<file path="src/rtl/mem_arbiter.sv">
// Memory arbiter: icache fetches and dcache loads/stores onto one single-ported RAM.
// dcache is preferred; a starvation counter forces an icache grant after STARVE_MAX dcache wins.
module mem_arbiter #(
    parameter int WORD_W     = 32,
    parameter int STARVE_MAX = 4,
    parameter int ERRCNT_W   = 8
) (
    input  logic                CLK,
    input  logic                RST,
    input  logic                iREN,
    input  logic [WORD_W-1:0]   iaddr,
    output logic                iwait,
    output logic [WORD_W-1:0]   iload,
    input  logic                dREN,
    input  logic                dWEN,
    input  logic [WORD_W-1:0]   daddr,
    input  logic [WORD_W-1:0]   dstore,
    output logic                dwait,
    output logic [WORD_W-1:0]   dload,
    output logic                ramREN,
    output logic                ramWEN,
    output logic [WORD_W-1:0]   ramaddr,
    output logic [WORD_W-1:0]   ramstore,
    input  logic [WORD_W-1:0]   ramload,
    input  logic [1:0]          ramstate,
    output logic [ERRCNT_W-1:0] err_cnt
);

    localparam int SW = $clog2(STARVE_MAX + 1);
    localparam logic [SW-1:0] SMAX = SW'(STARVE_MAX);
    localparam logic [1:0] RS_ACCESS = 2'd2;
    localparam logic [1:0] RS_ERROR  = 2'd3;

    typedef enum logic [1:0] {
        IDLE,
        IGNT,
        DGNT
    } state_t;

    state_t            state;
    state_t            next;
    logic [SW-1:0]     starve;
    logic [WORD_W-1:0] lat_addr;
    logic [WORD_W-1:0] lat_store;
    logic              lat_wr;
    logic              dreq;
    logic              dpick;
    logic              granted;
    logic              done;
    logic              fault;

    assign dreq    = dREN | dWEN;
    // dcache wins unless icache is waiting and has already been passed over STARVE_MAX times
    assign dpick   = dreq && (!iREN || (starve < SMAX));
    assign granted = (state != IDLE);
    assign done    = granted && (ramstate == RS_ACCESS);
    assign fault   = granted && (ramstate == RS_ERROR);

    always_ff @(posedge CLK) begin
        if (RST) begin
            state <= IDLE;
        end else begin
            state <= next;
        end
    end

    always_comb begin
        next = state;
        case (state)
            IDLE: begin
                if (dpick) begin
                    next = DGNT;
                end else if (iREN) begin
                    next = IGNT;
                end
            end
            IGNT, DGNT: begin
                if (ramstate == RS_ACCESS) begin
                    next = IDLE;
                end
            end
            default: next = IDLE;
        endcase
    end

    always_ff @(posedge CLK) begin
        if (RST) begin
            lat_addr  <= '0;
            lat_store <= '0;
            lat_wr    <= 1'b0;
        end else if (state == IDLE) begin
            if (dpick) begin
                lat_addr  <= daddr;
                lat_store <= dstore;
                lat_wr    <= dWEN;
            end else if (iREN) begin
                lat_addr  <= iaddr;
                lat_store <= '0;
                lat_wr    <= 1'b0;
            end
        end
    end

    always_ff @(posedge CLK) begin
        if (RST) begin
            starve <= '0;
        end else if (done) begin
            if ((state == DGNT) && iREN) begin
                if (starve != SMAX) begin
                    starve <= starve + SW'(1);
                end
            end else begin
                starve <= '0;
            end
        end
    end

    always_ff @(posedge CLK) begin
        if (RST) begin
            err_cnt <= '0;
        end else if (fault && (err_cnt != {ERRCNT_W{1'b1}})) begin
            err_cnt <= err_cnt + ERRCNT_W'(1);
        end
    end

    // RST also masks the outputs so they are quiet before the first reset edge
    always_comb begin
        iwait    = 1'b1;
        dwait    = 1'b1;
        iload    = '0;
        dload    = '0;
        ramREN   = 1'b0;
        ramWEN   = 1'b0;
        ramaddr  = '0;
        ramstore = '0;
        if (!RST && granted) begin
            ramaddr  = lat_addr;
            ramREN   = !lat_wr;
            ramWEN   = lat_wr;
            ramstore = lat_wr ? lat_store : '0;
            if (done) begin
                if (state == IGNT) begin
                    iwait = 1'b0;
                    iload = ramload;
                end else begin
                    dwait = 1'b0;
                    dload = lat_wr ? '0 : ramload;
                end
            end
        end
    end

endmodule

</file>
<file path="config.mk">
export PLATFORM = sky130hd
export DESIGN_NAME = mem_arbiter
export DESIGN_NICKNAME = d
export VERILOG_FILES = /design/src/rtl/mem_arbiter.sv
export SDC_FILE = /design/constraint.sdc
export NUM_CORES = 1
export LEC_CHECK = 0
export CORE_ASPECT_RATIO = 0.9
export CORE_UTILIZATION = 33
export CTS_CLUSTER_DIAMETER = 80
export DETAILED_ROUTE_END_ITERATION = 6
export GPL_TIMING_DRIVEN = 0
export PLACE_DENSITY = 0.78
export REMOVE_ABC_BUFFERS = 1
export SYNTH_ARGS = -nofsm -noshare
export SYNTH_HDL_FRONTEND = slang
export SYNTH_SLANG_ARGS = --single-unit
</file>
<file path="constraint.sdc">
create_clock -name CLK -period 2.1 [get_ports CLK]
set_input_delay 0.42 -clock CLK [delete_from_list [all_inputs] [get_ports CLK]]
set_output_delay 0.42 -clock CLK [all_outputs]
set_load 0.005 [all_outputs]
</file>
==> metrics.txt, run 1 <==
final setup vio count 107; I/O pins 275; first drt pass iteration count 4; Max FO, Critical Path 8; setup TNS -14.69 ns; CP required 1.68 ns; H-tree levels 3; max-capacitance violation count 0; Die X-Extent 120 um; Post-synth EDFFs 0; drt initial violations 183; RSZ-0062 raised after global routing true; GRT Residual Overflow 0; Setup Skew 0.00836 ns; failing checks setup timing; Initial Utilization 0.341; FFs w/ async S/R, synth 0; fmax 417 MHz; CP endpoint kind output pin; CTS Sinks 78; Net Sw Frac 0.287; critical path class flip-flop to output pin; Clock Path Buffers 2; Filler cells 909; largest net degree at the start of global routing 85; sequential share of power 0.370; fin nets 958; Main synth FF type dfxtp_1; worst slew pin tran 0.739 ns; commonest non-fill, non-tap cell in the layout clkdlybuf4s50_1; power density cells 564 nW/um2; count of cell types in the netlist 38; worst path arrival time 1.98 ns; RR Startpoint state[1]$_SDFFE_PP0P_; FF/Latch Area 1570 um2; Die Height 108 um; Power Internal 0.00340 W; Skew-Pair Late Insertion Delay 0.32 ns; CP Launch Type flip-flop; vias in the first global route 4988; worst relative slew slack 0.507; gate count of the mapped netlist 495; routed len/inst 18.1 um; Area Overhead vs Synth 103%; most frequent cells in the layout clkdlybuf4s50_1, buf_6, dfxtp_1; root buffer cell clkbuf_16; Seq/Total Area, Yosys 0.376; area of the core 12200 um2; GR Util All Layers 0.252; post-detail-place hpwl 10200 um; Netlist Area Pre-Place 4160 um2; TritonCTS Buffers 9; period utilisation layout 1.14; PortBufs 274; routed vias 5060; switching pwr 0.00137 W; initial antenna violation count 1; via density per instance 5.15; Hold Slack 0.446 ns; flops & latches, synth 78; global-route wire length before repair 25700 um; combinational power share 0.323; worst reg-to-reg setup slack -0.03 ns; share of layout cells above drive strength 1 0.390; Rows 38; final setup margin -0.299 ns; CP Launch Point state[1]$_SDFFE_PP0P_; final hold violation count 0; GP Congestion 0.834; Multi-input gate area 2780 um2; fin. max-slew vios 0; Tmin final 2.40 ns; Leak 3.96 nW; Peak VDD IR 0.511 mV; hold_sp RST; dpl ws -2.45 ns; Reg clk slew, reported paths 0.06 ns; CTS tree done; die area 13000 um2; Clk pwr share 0.308; Avg Synthesized Cell Area 8.40 um2; Util after Layout 0.693; Ys Warns 0; routed wire length 17700 um; Final ANT Viol Nets 0; # DRC 0; hold crit path type input pin to flip-flop; status finished, violations left
## registers in the layout (all words and copies together) (netlist names)
register,count
lat_store,32
err_cnt,8
lat_wr,1
lat_addr,32
starve,3
state,2
## per-layer routing
layer	GRT usage	part of all wire
met3	0.0585	0.068
met2	0.477	0.53
met4	0.108	0.033
met5	0	0
met1	0.267	0.37
## layout make-up
| type | count | share of cell area |
|---|---|---|
| diodes | 1 | 0.000296 |
| clock buffers | 12 | 0.0304 |
| multi-input cells | 368 | 0.329 |
| well taps | 160 | 0.0237 |
| flip-flops and latches | 78 | 0.186 |
| inverters | 6 | 0.00296 |
| repair buffers | 353 | 0.424 |
| clock inverters | 4 | 0.00341 |
## cells in the mapped netlist (2+ instances only)
master    count  share of area
nand2_1       8         0.0072
nor3_1        6         0.0072
buf_4         3         0.0054
ha_1          7          0.021
a31o_2        2         0.0042
inv_1         6         0.0054
o31ai_1       2         0.0036
and2_1       66          0.099
a21oi_1       7         0.0084
nand3_1       2         0.0024
o21ai_0       3         0.0036
mux2i_1      35          0.084
and3_1       64          0.096
buf_2         9          0.011
clkbuf_1     31          0.028
a211oi_1     33          0.060
dfxtp_1      78           0.38
nand2b_1      4         0.0060
a22oi_1      35          0.063
nor2_1       74          0.067
buf_1         3         0.0027
## metrics by stage
stage / area (um2) / power (W) / cells
after global placement: 6890 / 0.00277 / 882
after global routing: 8440 / 0.00500 / 982
after detailed placement: 7020 / 0.00284 / 886
final: 8440 / 0.00476 / 982
after floorplan: 3950 / 0.00224 / 448
after CTS: 8380 / 0.00474 / 976
## cell families (layout without fill, tap and decap cells)
family / Yosys count / in the layout / synth area share
mux: 35 / 35 / 0.0843
flops: 78 / 78 / 0.376
buf+inv: 53 / 375 / 0.0551
xor+xnor: 1 / 1 / 0.00211
fa+ha+maj: 7 / 7 / 0.0211
compound gates: 86 / 86 / 0.151
simple gates: 235 / 239 / 0.310
other cells: 0 / 1 / 0
## power groups by stage
| stage | Sequential, W | Clock, W | Combinational, W |
|---|---|---|---|
| 2_1_floorplan | 0.00174 | 0 | 0.000499 |
| 3_3_place_gp | 0.00176 | 0 | 0.00100 |
| 3_5_place_dp | 0.00178 | 0 | 0.00107 |
| 4_1_cts | 0.00175 | 0.00150 | 0.00148 |
| 5_1_grt | 0.00178 | 0.00158 | 0.00165 |
| 6_report | 0.00176 | 0.00147 | 0.00154 |
## worst max-delay path, cell delays in order (launching register included)
cell,delay (ns)
dfxtp_2,0.35
inv_4,0.04
ha_4,0.17
nor3_4,0.13
buf_4,0.14
nor3b_4,0.21
buf_4,0.17
buf_8,0.13
buf_6,0.09
and2_4,0.13
buf_6,0.09
## worst paths after layout
path | end | depth (start not counted)
worst min register to register | lat_addr[3]$_SDFFE_PP0P_ | 2
worst min-delay path | lat_store[21]$_SDFFE_PP0P_ | 2
worst max-delay path | dload[4] | 10
worst max register to register | err_cnt[5]$_SDFFE_PP0P_ | 10
## repair_timing
action	in CTS	in global routing
gates cloned	14	1
resized for setup	576	128
hold buffers	0	0
pin swaps	41	19
endpoints found under the setup margin	170	158
hold endpoints to repair	0	0
buffers inserted	63	17
(Power assumes the default switching activity.)
==> run 2: changes to the inputs <==
- ABC_AREA: default -> 1
- CORE_UTILIZATION: 33 -> 35
==> run 2 against run 1 <==
Effect of this change:
- the run still ends with setup timing left
- cell count grew 34%
- total power is 18% higher
- final area increased by 8.6%
- utilization grew 1.8 points
- synthesized area is 13% higher
- non-clock buffer count rose by 5
- clock power hardly changed
- sequential power grew 3%
- sequential share of layout area shrank 1.5 points
- largest cell class unchanged
==> metrics.txt, run 2 <==
GR Util All Layers 0.286 (+0.0340); Reg clk slew, reported paths 0.06 ns (about the same); root buffer cell clkbuf_16; PortBufs 274 (unchanged); area of the core 12900 um2 (+5.8%); hold crit path type flip-flop to flip-flop; Initial Utilization 0.365 (+0.0235); final setup margin -0.334 ns (-0.0352 ns); RSZ-0062 raised after global routing true; Adder-Cell Fraction of Synth Area 0.0186 (-0.00244); worst reg-to-reg setup slack 0.14 ns (+0.17 ns); first drt pass iteration count 6 (+2); FFs w/ async S/R, synth 0 (unchanged); worst flop-to-flop path endpoint lat_addr[26]$_SDFFE_PP0P_; Leak 4.30 nW (+8.6%); multiplexer area fraction after synthesis 0 (-0.0843); GRT Residual Overflow 0 (unchanged); dpl ws -2.60 ns (-0.151 ns); Util after Layout 0.711 (+0.0179); drt initial violations 531 (+190%); fraction of the mapped netlist area in compound gates 0.0806 (-0.0708); Reg2Reg Depth 10 (unchanged); largest net degree at the start of global routing 49 (-42%); max-capacitance violation count 0 (unchanged); failing checks setup timing; routed len/inst 17.5 um (-2.9%); count of cell types in the netlist 23 (-39%); gate count of the mapped netlist 814 (+64%); Setup Skew 0.00710 ns (-0.00125 ns); routed wire length 23100 um (+30%); post-synthesis xor/xnor area fraction 0 (-0.00211); H-tree levels 3 (unchanged); Tmin final 2.43 ns (+0.0352 ns); Die X-Extent 124 um (+3.2%); die area 13900 um2 (+6.5%); hold_sp lat_store[26]$_SDFFE_PP0P_; post-synth top area share 0.332 (-0.0436); commonest non-fill, non-tap cell in the layout nand2_1; TritonCTS Buffers 9 (unchanged); Die Height 112 um (+3.2%); routed vias 6502 (+28%); final hold violation count 0 (unchanged); Rows 39 (+2.6%); critical path class flip-flop to output pin; I/O pins 275 (unchanged); Seq/Total Area, Yosys 0.332 (-0.0436); global-route wire length before repair 30600 um (+19%); vias in the first global route 5853 (+17%); Clock Path Buffers 2 (unchanged); GP Congestion 0.814 (-2.5%); fmax 411 MHz (-1.4%); post-detail-place hpwl 10900 um (+6.9%); Netlist Area Pre-Place 4700 um2 (+13%); Max FO, Critical Path 6 (-2); most frequent cells in the layout nand2_1, nor2_1, clkdlybuf4s50_1; Post-synth EDFFs 0 (unchanged); synth cell count leaders nor2_1, nand2_1, inv_1; flops & latches, synth 78 (unchanged); worst slew pin tran 0.696 ns (-0.0432 ns); CTS Sinks 78 (unchanged); # DRC 0 (unchanged); RR Startpoint state[0]$_SDFFE_PP0P_; final instance area 9160 um2 (+8.6%); worst path arrival time 2.01 ns (+0.03 ns); largest registers lat_addr (32), lat_store (32), err_cnt (8); fin nets 1290 (+35%); Tot Pwr 0.00563 W (+18%); via density per instance 4.93 (-4.4%); Ys Warns 0 (unchanged); period utilisation layout 1.16 (+0.0168); simple-gate portion of the synthesized area 0.414 (+0.103); Hold Path End lat_store[26]$_SDFFE_PP0P_; CTS tree done; Main synth FF type dfxtp_1; CP Launch Type flip-flop; largest cells by area after synthesis dfxtp_1, nor2_1, nand2_1; share of layout cells above drive strength 1 0.315 (-0.0749); status finished, violations left; fin. max-slew vios 0 (unchanged); Area Overhead vs Synth 94.9%; power density cells 614 nW/um2 (+8.9%); Skew-Pair Late Insertion Delay 0.33 ns (about the same); Peak VDD IR 0.373 mV (-27%); final setup vio count 106 (-0.93%); hold depth 2 (unchanged); hold buffers post-CTS 0 (unchanged); initial antenna violation count 2 (+1); count leader, synth nor2_1; CP endpoint kind output pin; largest area contributor in the netlist dfxtp_1; Final ANT Viol Nets 0 (unchanged); largest family of logic cells by synthesized area simple AND/OR/NAND/NOR gates; worst relative slew slack 0.536 (+0.0287); placed cell area 7470 um2 (+6.5%); Avg Synthesized Cell Area 5.78 um2 (-31%); CP required 1.68 ns (about the same)
run 2: changes by cell type after synthesis, moves of 33 or more:
cell	previous run	this run
nor2_1	74	227
inv_1	6	123
nand2_1	8	207
mux2i_1	35	0
a211oi_1	33	0
and3_1	64	0
a22oi_1	35	0
and2_1	66	0
run 2: routing by layer:
| metal | global-route usage | share of wire | up-vias |
|---|---|---|---|
| met3 | 0.0840 | 0.10 | 90 |
| met1 | 0.305 | 0.36 | 2967 |
| met2 | 0.491 | 0.48 | 345 |
| li1 | - | - | 3100 |
| met5 | 0 | 0 | - |
| met4 | 0.170 | 0.059 | 0 |
run 2: cell type report:
cell class              count  area, um2
diodes                      3       7.51
clock buffers              10        239
clock inverters             6       46.3
fillers                  1017       3720
inverters                 125        519
multi-input cells         573       3240
flip-flops and latches     78       1570
well taps                 164        205
repair buffers            358       3300
repair inverters            3       38.8
run 2: worst max-delay path by stage:
| stage | slack (ns) | to | from | cells after the start |
|---|---|---|---|---|
| floorplan | -0.55 | lat_store[0]$_SDFFE_PP0P_ | dREN | 6 |
| global placement | -3.90 | iload[1] | RST | 5 |
| detailed placement | -2.60 | iload[1] | RST | 5 |
| CTS | -0.20 | dload[0] | state[1]$_SDFFE_PP0P_ | 8 |
| global route | -0.40 | iload[4] | state[1]$_SDFFE_PP0P_ | 10 |
| finish | -0.33 | dload[30] | state[1]$_SDFFE_PP0P_ | 9 |
run 2: cells by family after synthesis:
group           after synthesis
compound gates               75
fa+ha+maj                     7
buf+inv                     174
flops                        78
simple gates                480
run 2: power breakdown:
group	switching, W	internal (W)	total [W]	leakage [nW]
Clock	0.000650	0.000841	0.00149	0.140
Sequential	0.000122	0.00170	0.00182	0.645
Combinational	0.00127	0.00106	0.00232	3.51
Total	0.00204	0.00359	0.00563	4.30
run 2: through the flow:
step | hold slack [ns] | instances | setup TNS, ns
after floorplan | 0.435 | 765 | -40.24
after global placement | 0.449 | 1203 | -526.48
after detailed placement | 0.452 | 1207 | -229.24
after CTS | 0.453 | 1301 | -5.87
after global routing | 0.463 | 1319 | -20.82
final | 0.460 | 1320 | -14.74
run 2: critical path: stages (launching register included):
cell,delay (ns)
dfxtp_2,0.35
inv_4,0.05
ha_4,0.19
clkinv_4,0.06
nand3_4,0.11
buf_4,0.17
or2_4,0.26
buf_6,0.16
nor3_2,0.17
buf_2,0.17
run 2: repair_timing:
| action | CTS | global route |
|---|---|---|
| setup buffers | 64 | 18 |
| resized for setup | 551 | 208 |
| pin swaps | 54 | 53 |
| cloned | 14 | 3 |
| hold endpoints to repair | 0 | 0 |
| endpoints found under the setup margin | 208 | 135 |
